**src/rtl/raster_dispatcher.sv**
```systemverilog
// Frame sequencer and round-robin triangle dispatcher feeding a bank of rasterizer units.
// Holds one triangle at a time and issues it to the next free unit after the last one granted.
module raster_dispatcher #(
    parameter int NUM_RAST     = 2,
    parameter int TRI_W        = 312,
    parameter int QUIET_CYCLES = 4
) (
    input  logic                i_clk,
    input  logic                i_rst_n,
    input  logic                i_frame_start,
    input  logic                i_vtx_done,
    input  logic                i_tri_valid,
    input  logic [TRI_W-1:0]    i_tri_data,
    output logic                o_tri_busy,
    output logic [NUM_RAST-1:0] o_rast_valid,
    output logic [TRI_W-1:0]    o_rast_data,
    input  logic [NUM_RAST-1:0] i_rast_busy,
    output logic                o_frame_active,
    output logic                o_frame_done,
    output logic [15:0]         o_tri_count
);

    localparam int PTR_W = (NUM_RAST > 1) ? $clog2(NUM_RAST) : 1;
    localparam int QW    = $clog2(QUIET_CYCLES + 1);
    localparam logic [QW-1:0]    QUIET_MAX = QW'(QUIET_CYCLES);
    localparam logic [PTR_W-1:0] LAST_UNIT = PTR_W'(NUM_RAST - 1);

    typedef enum logic [1:0] {IDLE, RUN, DRAIN, DONE} state_t;

    state_t              state;
    logic [PTR_W-1:0]    rr_ptr;
    logic [NUM_RAST-1:0] pend;
    logic                hold;
    logic                holdoff;
    logic [TRI_W-1:0]    hold_data;
    logic [QW-1:0]       quiet_cnt;

    logic                in_frame;
    logic                accept;
    logic                quiet;
    logic                units_idle;
    logic                issue;
    logic [NUM_RAST-1:0] free;
    logic [NUM_RAST-1:0] grant;
    logic [PTR_W-1:0]    grant_idx;
    logic [PTR_W-1:0]    cand;

    assign in_frame   = (state == RUN) || (state == DRAIN);
    assign accept     = in_frame && i_tri_valid && !o_tri_busy && !holdoff;
    assign quiet      = i_vtx_done && !hold && !i_tri_valid;
    assign units_idle = (i_rast_busy == '0) && (pend == '0);
    // A unit that was just issued stays unavailable until it is seen raising busy.
    assign free       = ~i_rast_busy & ~pend;

    // Round-robin search starting one past the last granted unit.
    always_comb begin
        // NOTE: every variable written here gets a default first so no latch is inferred.
        issue     = 1'b0;
        grant_idx = rr_ptr;
        grant     = '0;
        cand      = '0;
        if (in_frame && hold) begin
            for (int i = 1; i <= NUM_RAST; i++) begin
                cand = PTR_W'((int'(rr_ptr) + i) % NUM_RAST);
                if (!issue && free[cand]) begin
                    issue     = 1'b1;
                    grant_idx = cand;
                end
            end
        end
        if (issue) begin
            grant[grant_idx] = 1'b1;
        end
    end

    always_ff @(posedge i_clk or negedge i_rst_n) begin
        if (!i_rst_n) begin
            state          <= IDLE;
            rr_ptr         <= LAST_UNIT;
            pend           <= '0;
            hold           <= 1'b0;
            holdoff        <= 1'b0;
            hold_data      <= '0;
            quiet_cnt      <= '0;
            o_tri_busy     <= 1'b1;
            o_rast_valid   <= '0;
            o_rast_data    <= '0;
            o_frame_active <= 1'b0;
            o_frame_done   <= 1'b0;
            o_tri_count    <= '0;
        end else begin
            // NOTE: state registers use non-blocking assignments so every read sees pre-edge values.
            o_rast_valid <= '0;
            o_frame_done <= 1'b0;
            holdoff      <= accept;
            pend         <= (pend & ~i_rast_busy) | grant;

            if (accept) begin
                hold      <= 1'b1;
                hold_data <= i_tri_data;
            end

            if (issue) begin
                hold         <= 1'b0;
                o_rast_valid <= grant;
                o_rast_data  <= hold_data;
                rr_ptr       <= grant_idx;
                if (o_tri_count != 16'hFFFF) begin
                    o_tri_count <= o_tri_count + 16'd1;
                end
            end

            case (state)
                IDLE: begin
                    o_tri_busy <= 1'b1;
                    if (i_frame_start) begin
                        o_tri_count    <= '0;
                        o_frame_active <= 1'b1;
                        o_tri_busy     <= 1'b0;
                        state          <= RUN;
                    end
                end
                RUN: begin
                    quiet_cnt  <= '0;
                    o_tri_busy <= accept || (hold && !issue);
                    if (i_vtx_done && !hold && !i_tri_valid) begin
                        state <= DRAIN;
                    end
                end
                DRAIN: begin
                    o_tri_busy <= accept || (hold && !issue);
                    if (!quiet) begin
                        quiet_cnt <= '0;
                    end else if (quiet_cnt != QUIET_MAX) begin
                        quiet_cnt <= quiet_cnt + 1'b1;
                    end
                    if (!i_vtx_done) begin
                        state <= RUN;
                    end else if (quiet && quiet_cnt == QUIET_MAX && units_idle) begin
                        state          <= DONE;
                        o_frame_done   <= 1'b1;
                        o_frame_active <= 1'b0;
                        o_tri_busy     <= 1'b1;
                    end
                end
                DONE: begin
                    o_tri_busy <= 1'b1;
                    state      <= IDLE;
                end
                default: begin
                    state <= IDLE;
                end
            endcase
        end
    end

endmodule

```
**config.mk**
```make
export PLATFORM = sky130hd
export DESIGN_NAME = raster_dispatcher
export DESIGN_NICKNAME = d
export VERILOG_FILES = /design/src/rtl/raster_dispatcher.sv
export SDC_FILE = /design/constraint.sdc
export NUM_CORES = 1
export LEC_CHECK = 0
export ABC_CLOCK_PERIOD_IN_PS = 2800
export CELL_PAD_IN_SITES_DETAIL_PLACEMENT = 1
export CELL_PAD_IN_SITES_GLOBAL_PLACEMENT = 1
export CORE_MARGIN = 5
export CORE_UTILIZATION = 39
export CTS_BUF_LIST = sky130_fd_sc_hd__clkbuf_8
export DETAILED_ROUTE_END_ITERATION = 8
export GPL_TIMING_DRIVEN = 1
export PLACE_DENSITY_LB_ADDON = 0.1
export SLEW_MARGIN = 30
export SYNTH_ARGS = -nofsm -noshare
export SYNTH_HDL_FRONTEND = slang
export SYNTH_SLANG_ARGS = --single-unit
export TNS_END_PERCENT = 10
```
**constraint.sdc**
```tcl
create_clock -name i_clk -period 2.8 [get_ports i_clk]
set_input_delay 0.42 -clock i_clk [delete_from_list [all_inputs] [get_ports i_clk]]
set_output_delay 0.42 -clock i_clk [all_outputs]
set_load 0.005 [all_outputs]
```
## Word-level counts from Yosys, hierarchy flattened

Index checks and enable logic that the tools add are counted.

| storage, ports and cells | value |
|---|---|
| register bits after elaboration | 655 |
| latch bits | 0 |
| memory bits (writable) | 0 |
| bits in read-only memories | 0 |
| bits of input ports | 319 |
| logic and storage cells | 107 |
| memories | 0 |

| cells by class | value |
|---|---|
| add/subtract/negate cells | 4 |
| $mul | 0 |
| div/mod/pow operators | 0 |
| order comparisons | 4 |
| equality and inequality tests | 12 |
| shifts and indexed selects | 0 |
| mux-type cells | 40 |
| bitwise operators | 5 |
| reductions and logical operators | 29 |

Operators with widths:

| operator | number |
|---|---|
| 2-to-1 mux 16 bit | 4 |
| 2-to-1 mux 1 bit | 23 |
| adder 16 x 1 -> 16 bit, second input constant | 1 |
| != test 16 bit, second input constant | 1 |
| logical AND 1 bit | 12 |
| 2-to-1 mux 2 bit | 6 |
| one-hot mux 2 bit (4 select lines) | 1 |
| logical NOT 1 bit | 6 |
| logical NOT 2 bit | 3 |
| < comparator 1 x 2 -> 1 bit, second input constant | 3 |
| 2-to-1 mux 3 bit | 2 |
| != test 2 bit, second input constant | 3 |
| != test 3 x 2 -> 1 bit, second input constant | 2 |
| one-hot mux 3 bit (2 select lines) | 1 |
| nonzero test 2 bit | 3 |
| bitwise AND 2 bit | 2 |
| == test 2 bit, second input constant | 2 |
| NOT 2 bit | 2 |
| one-hot mux 1 bit (4 select lines) | 1 |
| AND reduction 4 bit | 1 |
| adder 3 x 1 -> 3 bit, second input constant | 1 |
| == test 3 bit, second input constant | 1 |
| != test 3 bit, second input constant | 1 |
| AND reduction 3 bit | 1 |
| other kinds (9) | 11 |

## Longest topological paths before layout

| depth | value |
|---|---|
| depth in word-level cells | 16 |
| depth in mapped cells | 9 |
| gate-level depth less buffers | 6 |

## Worst setup path before layout

No wires, ideal clock.

| timing | value |
|---|---|
| kind | register to register |
| start point | register state[0] |
| end point | register hold_data[243] |
| library setup time | 0.125 ns |
| arrival time | 1.951 ns |
| data required time | 2.675 ns |
| slack | 0.724 ns |
| stages on the path, launching flop included | 9 |
| buffers on the path | 3 |
| clock period less this slack | 2.076 ns |
| path through | dfrtp_1 > inv_1 > ha_1 > buf_2 > nand2_1 > nor3_2 > buf_2 > buf_4 > mux2_2 |

| on the way | value |
|---|---|
| word-level cells in the longest chain between the ends | 5 |
| elaborated cells on any way between the ends | 6 |

RTL lines:

| item | RTL line | text |
|---|---|---|
| start, declared | 30 | `state_t state;` |
| start signal, assigned | 78 | `state <= IDLE;` |
| start signal, assigned | 120 | `state <= RUN;` |
| start signal, assigned | 127 | `state <= DRAIN;` |
| == test 2 x 1 -> 1 bit / == test 2 bit (equally long branches) | 48 | `assign in_frame = (state == RUN) \|\| (state == DRAIN);` |
| logical OR 1 bit * | 48 |  |
| logical AND 1 bit * (3 in series) | 49 | `assign accept = in_frame && i_tri_valid && !o_tri_busy && !holdoff;` |
| end signal, assigned | 100 | `hold_data <= i_tri_data;` |
| end, declared | 35 | `logic [TRI_W-1:0] hold_data;` |

Every way passes the cells marked *; elsewhere a longest branch is shown, timed or not.
A chain may end at the register's enable or synchronous reset.

## Final worst setup path

| timing | value |
|---|---|
| start point | register state[0] |
| end point | register hold_data[115] |

Same word-level chain as after synthesis.

==> flow_summary_export.csv <==
group,metric,value,unit
sta,worst_pin_slew,0.6659,ns
routing,vias_per_cell,4.919,
status,status,"complete, no violations",
sta,layout_min_cycle_time,2.427,ns
placed_design,io_buffers,651,
cts,clock_latency,0.71,ns
placed_design,dp.final_hpwl,60730,um
routing,vias,18800,
routing,ant_nets,0,
worst_setup_path,cp_common_cell,"buf_12",
sta,finalMaxSlewViolations,0,
sta,hold_viol_final,0,
power_and_ir_drop,power,41.44,mW
final_layout,layout-drive-gt1-share,18.44,%
floorplan,die_area,69170,sq um
routing,drt-pass1-iter-count,5,
floorplan,core,63200,sq um
worst_setup_path,reg2reg_depth,7,
floorplan,rows,92,
worst_hold_path,hold_path_class,"primary input to asynchronous set/reset pin",
power_and_ir_drop,p_switching,13.98,mW
cts,cts_tree,"done",
cts,cts-buffers-inserted,113,
worst_setup_path,crit_type,"flop to flop",
cts,hold_buffers,1,
sta,whs,0.2514,ns
worst_setup_path,cp.arrival,3.00,ns
power_and_ir_drop,seqPwrFrac,40.0,%
routing,drt-wirelength-per-cell,21.92,um
job,cap_violations,0,
worst_setup_path,reg2reg_slack,0.37,ns
placed_design,placed_cell_area,32710,sq um
synthesis,syn_inst,2161,
placed_design,gp_congestion,0.8534,
synthesis,synthFlopType,"dfrtp_1",
power_and_ir_drop,switching_share,33.74,%
sta,finalSetupViolCount,0,
cts,cts_setup_buffers,0,
cts,cts_root_buf,"clkbuf_8",
worst_setup_path,crit_path_max_incr_delay,0.43,ns
floorplan,die_h,263.0,um
power_and_ir_drop,power_density,1180,nW/um^2
final_layout,stdcell_area,35110,sq um
synthesis,async_flop_share,100.0,%
final_layout,syn_to_final_growth,40.63,%
worst_setup_path,start_kind,"flop",
sta,slew_headroom,55.20,%
cts,h-tree-depth,3,
synthesis,syn_nets,2487,
placed_design,dp_cells,3602,
grt,grt_pass1_vias,20960,
routing,drt_wl_total,83800,um
grt,grt_pass1_wl,128500,um
power_and_ir_drop,combPwrFrac,38.6,%
routing,drt-initial-drc-count,840,
sta,min_period_over_period,86.69,%
power_and_ir_drop,ir_worst_vdd,550.8,uV
power_and_ir_drop,p_leak,16.35,nW
floorplan,chipWidth,263.0,um
worst_setup_path,crit_chain,"inv_1, ha_1, nand2_1, nor3_4, buf_12, buf_12, mux2_2",
floorplan,initial_core_util,39.50,%
worst_setup_path,reg2reg_to,"hold_data[115]",
synthesis,synth.distinct_cells,53,
power_and_ir_drop,internal-power,27.45,mW
synthesis,synth_seq_cells,655,
cts,clock-sinks,655,
worst_setup_path,crit_path_top_delay_cell,"ha_1",
grt,grt_max_degree,125,
final_layout,layout.nets,3198,
final_layout,final_common_cell,"nand2_1",
sta,rsz0062_at_grt,"no",
worst_setup_path,critPathMaxFanout,64,
sta,fmax,0.4120,GHz
grt,grt_usage,23.63,%
grt,antenna_found_initial,35,
synthesis,syn-mean-instance-area,11.55,sq um
synthesis,synth_edf_count,0,
synthesis,ys_seq_area_share,65.66,%
synthesis,syn_area,24970,sq um
worst_setup_path,rr_startpoint,"state[0]",
sta,finalClockSkew,0.03573,ns
routing,drc,0,
synthesis,yosys_warnings,0,
final_layout,final_cell_mix,"947 x nand2_1, 653 x dfrtp_1, 650 x clkdlybuf4s50_1, 312 x mux2_2, 143 x clkbuf_8",
grt,overflow,0,
sta,tns,0,ns
power_and_ir_drop,power.share.clock,21.4,%
cts,path_clk_slew,0.06,ns
floorplan,ios,652,
cts,clk_path_buf_depth,3,
worst_setup_path,crit_path_end_kind,"flop",
cts,cts_resized,0,
worst_setup_path,cp.required,3.37,ns
final_layout,stdcell_count,3823,
## critical path, delay by kind of cell, from the launching register on
family                     cells  cell delay [ns]
buffers and inverters          3             0.57
adders and majority gates      1             0.43
DFF                            1             0.42
and+or+nand+nor                2             0.39
muxes                          1             0.39
## metrics by stage
step                      setup slack (ns)  util [%]
after detailed placement            0.3690     51.76
final                               0.3727     55.55
after global placement              0.4254     51.76
after floorplan                     0.7241         -
after CTS                           0.3495     55.47
after global routing                0.1578     55.52
## kinds of logic after synthesis
kind of cell / Yosys count / share of synthesized area [%]
buf+inv: 118 / 2.376
mux: 314 / 14.17
flops: 655 / 65.66
fa+ha+maj: 7 / 0.3508
simple gates: 1012 / 15.88
compound gates: 55 / 1.554
## sequential cells by signal, summed over array words and instances (netlist names)
| name | flops |
|---|---|
| o_tri_busy | 1 |
| holdoff | 1 |
| state | 2 |
| hold_data | 312 |
| pend | 2 |
| quiet_cnt | 3 |
| rr_ptr | 1 |
| o_rast_data | 312 |
| o_rast_valid | 2 |
| hold | 1 |
| o_frame_active | 1 |
| o_tri_count | 16 |
| o_frame_done | 1 |
## power groups by stage
stage / clock network, mW / registers (mW) / logic [mW]
after floorplan: 0 / 16.2 / 8.13
after global placement: 0 / 16.4 / 15.6
after detailed placement: 0 / 16.7 / 16.3
after CTS: 9.18 / 16.6 / 16.3
after global routing: 9.63 / 17.1 / 17.5
final: 8.89 / 16.6 / 16.0
## Yosys cell counts, types with 7 or more instances
cell	instances	area, sq um
dfrtp_1	653	16340
a21oi_1	15	75.07
nand3_1	8	40.04
ha_1	7	87.58
clkbuf_1	38	142.6
nand2_1	948	3558
inv_1	11	41.29
buf_4	26	195.2
nor2_1	12	45.04
buf_2	42	210.2
mux2_2	312	3513
## routing by layer
metal / GRT usage [%] / wire length (um) / vias up
met3: 9.655 / 7149 / 169
met1: 26.56 / 31220 / 9628
li1: - / - / 8439
met2: 40.84 / 42640 / 534
met4: 8.224 / 2565 / 34
met5: 0 / 232 / -
## cell type report
| type | count | area, sq um |
|---|---|---|
| inverters | 11 | 41.29 |
| diodes | 21 | 52.55 |
| clock inverters | 56 | 366.6 |
| fillers | 6575 | 28090 |
| clock buffers | 143 | 1968 |
| multi-input cells | 1388 | 8000 |
| repair buffers | 703 | 7227 |
| well taps | 846 | 1059 |
| flip-flops and latches | 655 | 16390 |
## how the worst max path moves through the flow
stage,end,startpoint,cells past startpoint,slack (ns)
after floorplan,hold_data[243],state[0],8,0.72
after global placement,hold_data[113],state[0],7,0.43
after detailed placement,o_rast_data[203],i_rast_busy[1],6,0.37
after CTS,o_tri_count[7],state[0],6,0.35
after global routing,o_tri_count[7],state[0],6,0.16
final,hold_data[115],state[0],7,0.37
(Power assumes the default switching activity.)
